--- config.mk ---
export PLATFORM = sky130hd
export DESIGN_NAME = shift_arbiter
export DESIGN_NICKNAME = d
export VERILOG_FILES = /design/src/rtl/shift_arbiter_pkg.sv /design/src/rtl/rr_arb2.sv /design/src/rtl/shift_arbiter.sv
export SDC_FILE = /design/constraint.sdc
export NUM_CORES = 1
export LEC_CHECK = 0
export ABC_AREA = 1
export CAP_MARGIN = 40
export CORE_AREA = 2 2 117 119
export CTS_CLUSTER_DIAMETER = 120
export DETAILED_ROUTE_END_ITERATION = 8
export DIE_AREA = 0 0 119 121
export PLACE_DENSITY = 0.76
export SETUP_SLACK_MARGIN = 0.05
export SLEW_MARGIN = 10
export SYNTH_ARGS = -nofsm -noshare
export SYNTH_HDL_FRONTEND = slang
export SYNTH_SLANG_ARGS = --single-unit
--- constraint.sdc ---
create_clock -name clk -period 1.2 [get_ports clk]
set_input_delay 0.18 -clock clk [delete_from_list [all_inputs] [get_ports clk]]
set_output_delay 0.18 -clock clk [all_outputs]
set_load 0.005 [all_outputs]
--- src/rtl/shift_arbiter_pkg.sv ---
// Shared types for the shift issue arbiter:
// shifter op encoding, requester id, port count and shifter latency.
package shift_arbiter_pkg;

  typedef enum logic [1:0] {
    OP0 = 2'd0,
    OP1 = 2'd1,
    OP2 = 2'd2,
    OP3 = 2'd3
  } instruction_type;

  typedef logic req_id_t;

  localparam int NREQ      = 2;
  localparam int SHIFT_LAT = 1;

endpackage

--- src/rtl/rr_arb2.sv ---
// Two-request round-robin arbiter: combinational grant,
// registered pointer naming the favoured port on a tie.
module rr_arb2
  import shift_arbiter_pkg::*;
(
  input  logic            clk,
  input  logic            rstn,
  input  logic [NREQ-1:0] req_i,
  output logic [NREQ-1:0] gnt_o
);

  req_id_t ptr_q;
  req_id_t ptr_d;

  always_comb begin
    gnt_o = '0;
    unique case (1'b1)
      (req_i[0] && (!req_i[1] || !ptr_q)): gnt_o = 2'b01;
      (req_i[1] && (!req_i[0] ||  ptr_q)): gnt_o = 2'b10;
      default: ;
    endcase
  end

  // After a grant the other port becomes favoured.
  always_comb begin
    ptr_d = ptr_q;
    if (|gnt_o) ptr_d = ~gnt_o[1];
  end

  always_ff @(posedge clk or negedge rstn) begin
    if (!rstn) ptr_q <= 1'b0;
    else       ptr_q <= ptr_d;
  end

endmodule

--- src/rtl/shift_arbiter.sv ---
// Arbitrates two issue ports onto the shared registered shifter
// and returns each result to its owner via a one-entry buffer.
module shift_arbiter
  import shift_arbiter_pkg::*;
#(
  parameter int DATA_W = 32
) (
  input  logic              clk,
  input  logic              rstn,
  input  logic [NREQ-1:0]   req_valid,
  output logic [NREQ-1:0]   req_ready,
  input  logic [DATA_W-1:0] req_opA0,
  input  logic [DATA_W-1:0] req_opA1,
  input  logic [DATA_W-1:0] req_opB0,
  input  logic [DATA_W-1:0] req_opB1,
  input  instruction_type   req_op0,
  input  instruction_type   req_op1,
  output logic [DATA_W-1:0] shf_opA,
  output logic [DATA_W-1:0] shf_opB,
  output instruction_type   shf_op,
  input  logic [DATA_W-1:0] shf_result,
  output logic [NREQ-1:0]   rsp_valid,
  input  logic [NREQ-1:0]   rsp_ready,
  output logic [DATA_W-1:0] rsp_data0,
  output logic [DATA_W-1:0] rsp_data1
);

  logic [NREQ-1:0]   elig;
  logic [NREQ-1:0]   gnt;
  logic [NREQ-1:0]   rsp_hs;
  logic              acc;
  req_id_t           acc_id;

  logic [NREQ-1:0]   outstanding_q;
  logic [NREQ-1:0]   outstanding_d;
  logic [NREQ-1:0]   rsp_valid_q;
  logic [NREQ-1:0]   rsp_valid_d;
  logic [DATA_W-1:0] rsp_data0_q;
  logic [DATA_W-1:0] rsp_data0_d;
  logic [DATA_W-1:0] rsp_data1_q;
  logic [DATA_W-1:0] rsp_data1_d;

  logic [SHIFT_LAT-1:0]    inflight_v_q;
  logic [SHIFT_LAT-1:0]    inflight_v_d;
  req_id_t [SHIFT_LAT-1:0] inflight_id_q;
  req_id_t [SHIFT_LAT-1:0] inflight_id_d;

  logic    cap_v;
  req_id_t cap_id;

  assign rsp_hs = rsp_valid_q & rsp_ready;

  // A port may reissue the cycle its previous result drains.
  assign elig = {NREQ{rstn}} & req_valid
              & (~outstanding_q | rsp_hs);

  rr_arb2 u_arb (
    .clk   (clk),
    .rstn  (rstn),
    .req_i (elig),
    .gnt_o (gnt)
  );

  assign req_ready = gnt;
  assign acc       = |gnt;
  assign acc_id    = gnt[1];

  always_comb begin
    shf_opA = '0;
    shf_opB = '0;
    shf_op  = OP0;
    unique case (1'b1)
      gnt[0]: begin
        shf_opA = req_opA0;
        shf_opB = req_opB0;
        shf_op  = req_op0;
      end
      gnt[1]: begin
        shf_opA = req_opA1;
        shf_opB = req_opB1;
        shf_op  = req_op1;
      end
      default: ;
    endcase
  end

  // Owner tag travels alongside the shifter pipeline.
  always_comb begin
    inflight_v_d  = SHIFT_LAT'({inflight_v_q, acc});
    inflight_id_d = SHIFT_LAT'({inflight_id_q, acc_id});
  end

  assign cap_v  = inflight_v_q[SHIFT_LAT-1];
  assign cap_id = inflight_id_q[SHIFT_LAT-1];

  always_comb begin
    outstanding_d = (outstanding_q & ~rsp_hs) | gnt;
    rsp_valid_d   = rsp_valid_q & ~rsp_hs;
    rsp_data0_d   = rsp_hs[0] ? '0 : rsp_data0_q;
    rsp_data1_d   = rsp_hs[1] ? '0 : rsp_data1_q;
    if (cap_v) begin
      rsp_valid_d[cap_id] = 1'b1;
      if (cap_id) rsp_data1_d = shf_result;
      else        rsp_data0_d = shf_result;
    end
  end

  always_ff @(posedge clk or negedge rstn) begin
    if (!rstn) begin
      outstanding_q <= '0;
      rsp_valid_q   <= '0;
      rsp_data0_q   <= '0;
      rsp_data1_q   <= '0;
      inflight_v_q  <= '0;
      inflight_id_q <= '0;
    end else begin
      outstanding_q <= outstanding_d;
      rsp_valid_q   <= rsp_valid_d;
      rsp_data0_q   <= rsp_data0_d;
      rsp_data1_q   <= rsp_data1_d;
      inflight_v_q  <= inflight_v_d;
      inflight_id_q <= inflight_id_d;
    end
  end

  assign rsp_valid = rsp_valid_q;
  assign rsp_data0 = rsp_data0_q;
  assign rsp_data1 = rsp_data1_q;

endmodule

After elaboration in Yosys (flattened, before gate mapping):

Index checks and enable logic that the tools add are counted.

* add/subtract/negate cells: 0
* $mul: 0
* divide/modulo/power cells: 0
* order comparisons: 2
* eq/ne operators: 0
* shift operators: 0
* muxes and demuxes: 13
* bitwise logic cells: 11
* reductions and logical operators: 9

Operator list (number)
* 32-bit two-way mux: 6
* 32-bit one-hot mux with 2 select lines: 2
* 2-bit AND: 5
* 2-bit one-hot mux with 2 select lines: 2
* 2-bit bitwise OR: 3
* 2-bit NOT: 2
* 1-bit logical AND: 3
* 1-bit zero test: 3
* 1-bit logical OR: 2
* 1-bit by 2-bit < comparator with 1-bit output, second input constant: 1
* 2-bit two-way mux: 1
* 2-bit OR reduction: 1
* 1-bit demux with 1-bit select: 1
* 1-bit >= comparator, second input constant: 1
* 1-bit two-way mux: 1
* 1-bit NOT: 1

* register bits after elaboration: 71
* bits in latches: 0
* RAM bits: 0
* ROM bits: 0
* logic and storage cells: 42
* memories: 0

Longest topological paths before layout:

* word-level depth: 8
* depth in mapped cells: 7
* mapped depth without buffers: 5

Cells and area by module:

Synthesis repeated with hierarchy kept, for this count alone.

* cells, all modules: 526
* area, all modules: 3623.5 um^2

Modules (own cells, without submodules)
* shift_arbiter: times used 1, cells each 515, area each 3559.7 um^2
* rr_arb2: times used 1, cells each 11, area each 63.8 um^2

Least setup slack after synthesis:

No wires, ideal clock.

* path type: reg2out
* start point: reg rsp_valid_q[0], in the netlist rsp_valid[0]
* end point: out shf_opA[12]
* data arrival time: 1150 ps
* setup slack: -130 ps
* cell stages (with the launch flop): 8
* buffers on the path: 2
* cell sequence: dfrtp_1 > nand2_2 > nand2_1 > nand3_2 > buf_4 > buf_2 > nand3_1 > nand2_1

* word-level cells in the longest chain between the ends: 8
* elaborated cells on any way between the ends: 9
* classes of those cells: 2 x mux; 3 x bitwise; 4 x reduce/logical

Ends and longest elaborated chain
* start: declaration: line shift_arbiter.sv:36 `logic [NREQ-1:0] rsp_valid_q;`
* start signal: assignment: line shift_arbiter.sv:118 `rsp_valid_q <= rsp_valid_d;`
* 2-bit AND (*): line shift_arbiter.sv:51 `assign rsp_hs = rsp_valid_q & rsp_ready;`
* 2-bit bitwise OR (*): line shift_arbiter.sv:55 `& (~outstanding_q | rsp_hs);`
* 2-bit AND (*): line shift_arbiter.sv:55
* 1-bit zero test: line rr_arb2.sv:19 `(req_i[1] && (!req_i[0] || ptr_q)): gnt_o = 2'b10;`
* 1-bit logical OR: line rr_arb2.sv:19
* 1-bit logical AND: line rr_arb2.sv:19
* 2-bit one-hot mux with 2 select lines (*): line rr_arb2.sv:17 `unique case (1'b1)`
* 32-bit one-hot mux with 2 select lines (*): line shift_arbiter.sv:72 `unique case (1'b1)`
* end: declaration: line shift_arbiter.sv:18 `output logic [DATA_W-1:0] shf_opA,`

Every way passes the cells marked *; elsewhere a longest branch is shown, timed or not.

Worst setup path in the final report:

* start point: reg rsp_valid_q[0], in the netlist rsp_valid[0]
* end point: out shf_opA[1]

Same word-level chain as after synthesis.

==> impl_metrics.yaml <==
setup_path:
  path_class: "flip-flop to output port"
  startpoint: "rsp_valid[0]"
  start_kind: "flip-flop"
  r2r-start: "rsp_valid[0]"
  cp_slowest_cell: "dfrtp_1"
  crit_chain: "nand2_4 > a21oi_4 > buf_12 > buf_4 > buf_16 > nand3_2 > nand2_1 > buf_2"
  crit_arrival_ps: 1740
  critical_path.max_fanout: 10
  end_kind: "output port"
  worst_ep_required_time_ps: 1020
  slowest_delay_ps: 380
place:
  gp_congestion: 0.812
  place_ws_ps: -990
  placed_area_um2: 7200
  io_buffer_count: 303
  dpl.hpwl_um: 11700
  placed_cells: 962
grt:
  grt_remaining_overflow: 0
  grt_pass1_vias: 5064
  grt_antenna_before_repair: 0
  grt_util_all_layers: 0.251
  grt_max_degree: 66
  grt_pass1_wl_um: 28500
finish:
  finalInstanceArea_um2: 8680
  num_antenna_cells: 0
  drive_gt1_frac: 0.301
  final_cells: 1040
  nets: 1030
  area_growth_pct: 126
  utilization: 0.663
  n_fill_cell: 1011
synth:
  synth-simple-area-share: 0.337
  yosys_warnings: 0
  synth_xor_xnor_area_share: 0
  synth_compound_area_frac: 0.0937
  ys_seq_area_frac: 0.462
  syn-num-nets: 675
  synth_cell_types: 14
  netlist_area_um2: 3850
  yosys-mux-area-fraction: 0
  ys_ff_latch: 71
  avgSynthCellArea_um2: 7.62
  synthCells: 505
  synth_top_family_by_area: "simple AND/OR/NAND/NOR gates"
  synth-adder-area-share: 0
sta:
  setup_viol: 73
  rsz0062_at_grt: "true"
  final.period_utilization: 1.60
  drv_slew: 0
  finalSetupTns_ps: -42030
  layout_setup_ws_ps: -723
  hold_violations: 0
  relSlewSlack: 0.731
  finClkSkew_ps: 9.08
  worst_pin_slew_ps: 404
  finalCriticalPeriod_ps: 1920
  max_freq_mhz: 520
floorplanning:
  core_area_um2: 13100
  die_y_um: 121
  dieArea_um2: 14400
  die_w_um: 119
  ios: 304
  num_rows: 42
  start_util: 0.294
detailed_routing:
  drcViolationCount: 0
  drtIter0Drc: 268
  drt_first_pass_iters: 4
  vias_per_cell: 5.02
  wl_per_cell_um: 19.2
  routed_wl_um: 20000
  via_count: 5218
  ant_nets: 0
cts:
  clock-sinks: 71
  ctsRootBufferMaster: "clkbuf_16"
  insertion_delay_ps: 330
  numCtsBuffers: 9
  cts_buffer_depth: 2
  clk_pin_slew_ps: 60
  htree_levels: 3
  cts_tree: "built"
status:
  status: "finished, violations left"
  violations: "negative setup slack"
pwr:
  power.density_nw_per_um2: 1600
  p_leak_nw: 4.19
  vdd_drop_max_v: 0.00126
min_path:
  hp-start: "rsp_ready[0]"
  hold_class: "input port to flip-flop"
job:
  drv_cap: 0
## worst paths after layout
kind,endpoint,slack [ps],cells after the start
setup / recovery,shf_opA[1],-720,8
hold / removal,rsp_valid[0],160,2
setup reg to reg,outstanding_q[0],-90,7
hold reg to reg,rsp_data0[24],510,2
max in group asynchronous,cap_id,180,5
min in group asynchronous,u_arb.ptr_q,460,3
## logic make-up after synthesis
group | after synthesis
flip-flops | 71
AO/OA/AOI/OAI | 69
AND/OR/NAND/NOR | 277
buffers and inverters | 88
## cell usage after synthesis, drive strengths merged
cell type | instances | area, um^2
nand3 | 198 | 996
dfrtp | 71 | 1780
o21ai | 67 | 335
inv | 40 | 150
nand2 | 79 | 302
clkbuf | 11 | 41.3
a21oi | 2 | 25.0
buf | 37 | 220
## power by group
group	internal [W]	total [W]	switching [W]	leakage, nW
Combinational	0.00391	0.00683	0.00291	3.11
Clock	0.00203	0.00302	0.000989	0.159
Sequential	0.00343	0.00406	0.000634	0.922
## state kept, by name, summed over array words and instances (netlist names)
signal         flops
outstanding_q      2
rsp_data1         32
u_arb.ptr_q        1
rsp_valid          2
rsp_data0         32
cap_id             1
cap_v              1
## metrics by stage
step / hold slack, ps / power [W]
after CTS: 416 / 0.0136
after floorplan: -116 / 0.00607
after detailed placement: 189 / 0.0100
final: 155 / 0.0139
after global placement: 190 / 0.00991
after global routing: 181 / 0.0147
## final cells by class
type	count	area [um^2]	share of cell area
clock buffers	10	229	0.0264
flip-flops and latches	71	1780	0.205
clock inverters	5	106	0.0123
multi-input cells	346	2060	0.237
inverters	40	155	0.0179
repair buffers	392	4130	0.476
well taps	176	220	0.0254
## cell usage in the layout (no fill, tap or decap), drive strengths merged
cell type      instances
o21ai                 67
dlymetal6s2s           1
dlygate4sd3            1
inv                   41
clkdlybuf4s15         60
clkinvlp               1
dfrtp                 71
a21oi                  2
nand3                198
bufinv                 3
buf                  150
nand2                 79
clkdlybuf4s50        167
clkbuf                23
## timing repair
item | 4_1_cts | 5_1_grt
gates resized for setup | 496 | 66
hold buffers | 1 | 0
pin swaps | 22 | 55
setup buffers | 42 | 6
gates cloned | 15 | 7
setup endpoints to repair | 186 | 183
hold endpoints to repair | 3 | 0
## routing by layer
metal	global-route usage	vias to the layer above	wire, um
met5	0	-	0
met4	0.0967	0	824
met3	0.0789	63	1610
met2	0.435	236	9810
met1	0.289	2496	7710
li1	-	2423	-
## critical path, delay by kind of cell, from the launching register on
kind                   cells  cell delay (ps)
buffers and inverters      4              530
AOI/OAI and AO/OA          1              210
DFF                        1              380
and+or+nand+nor            3              280
Note: power is estimated with default switching activity, not from simulation.
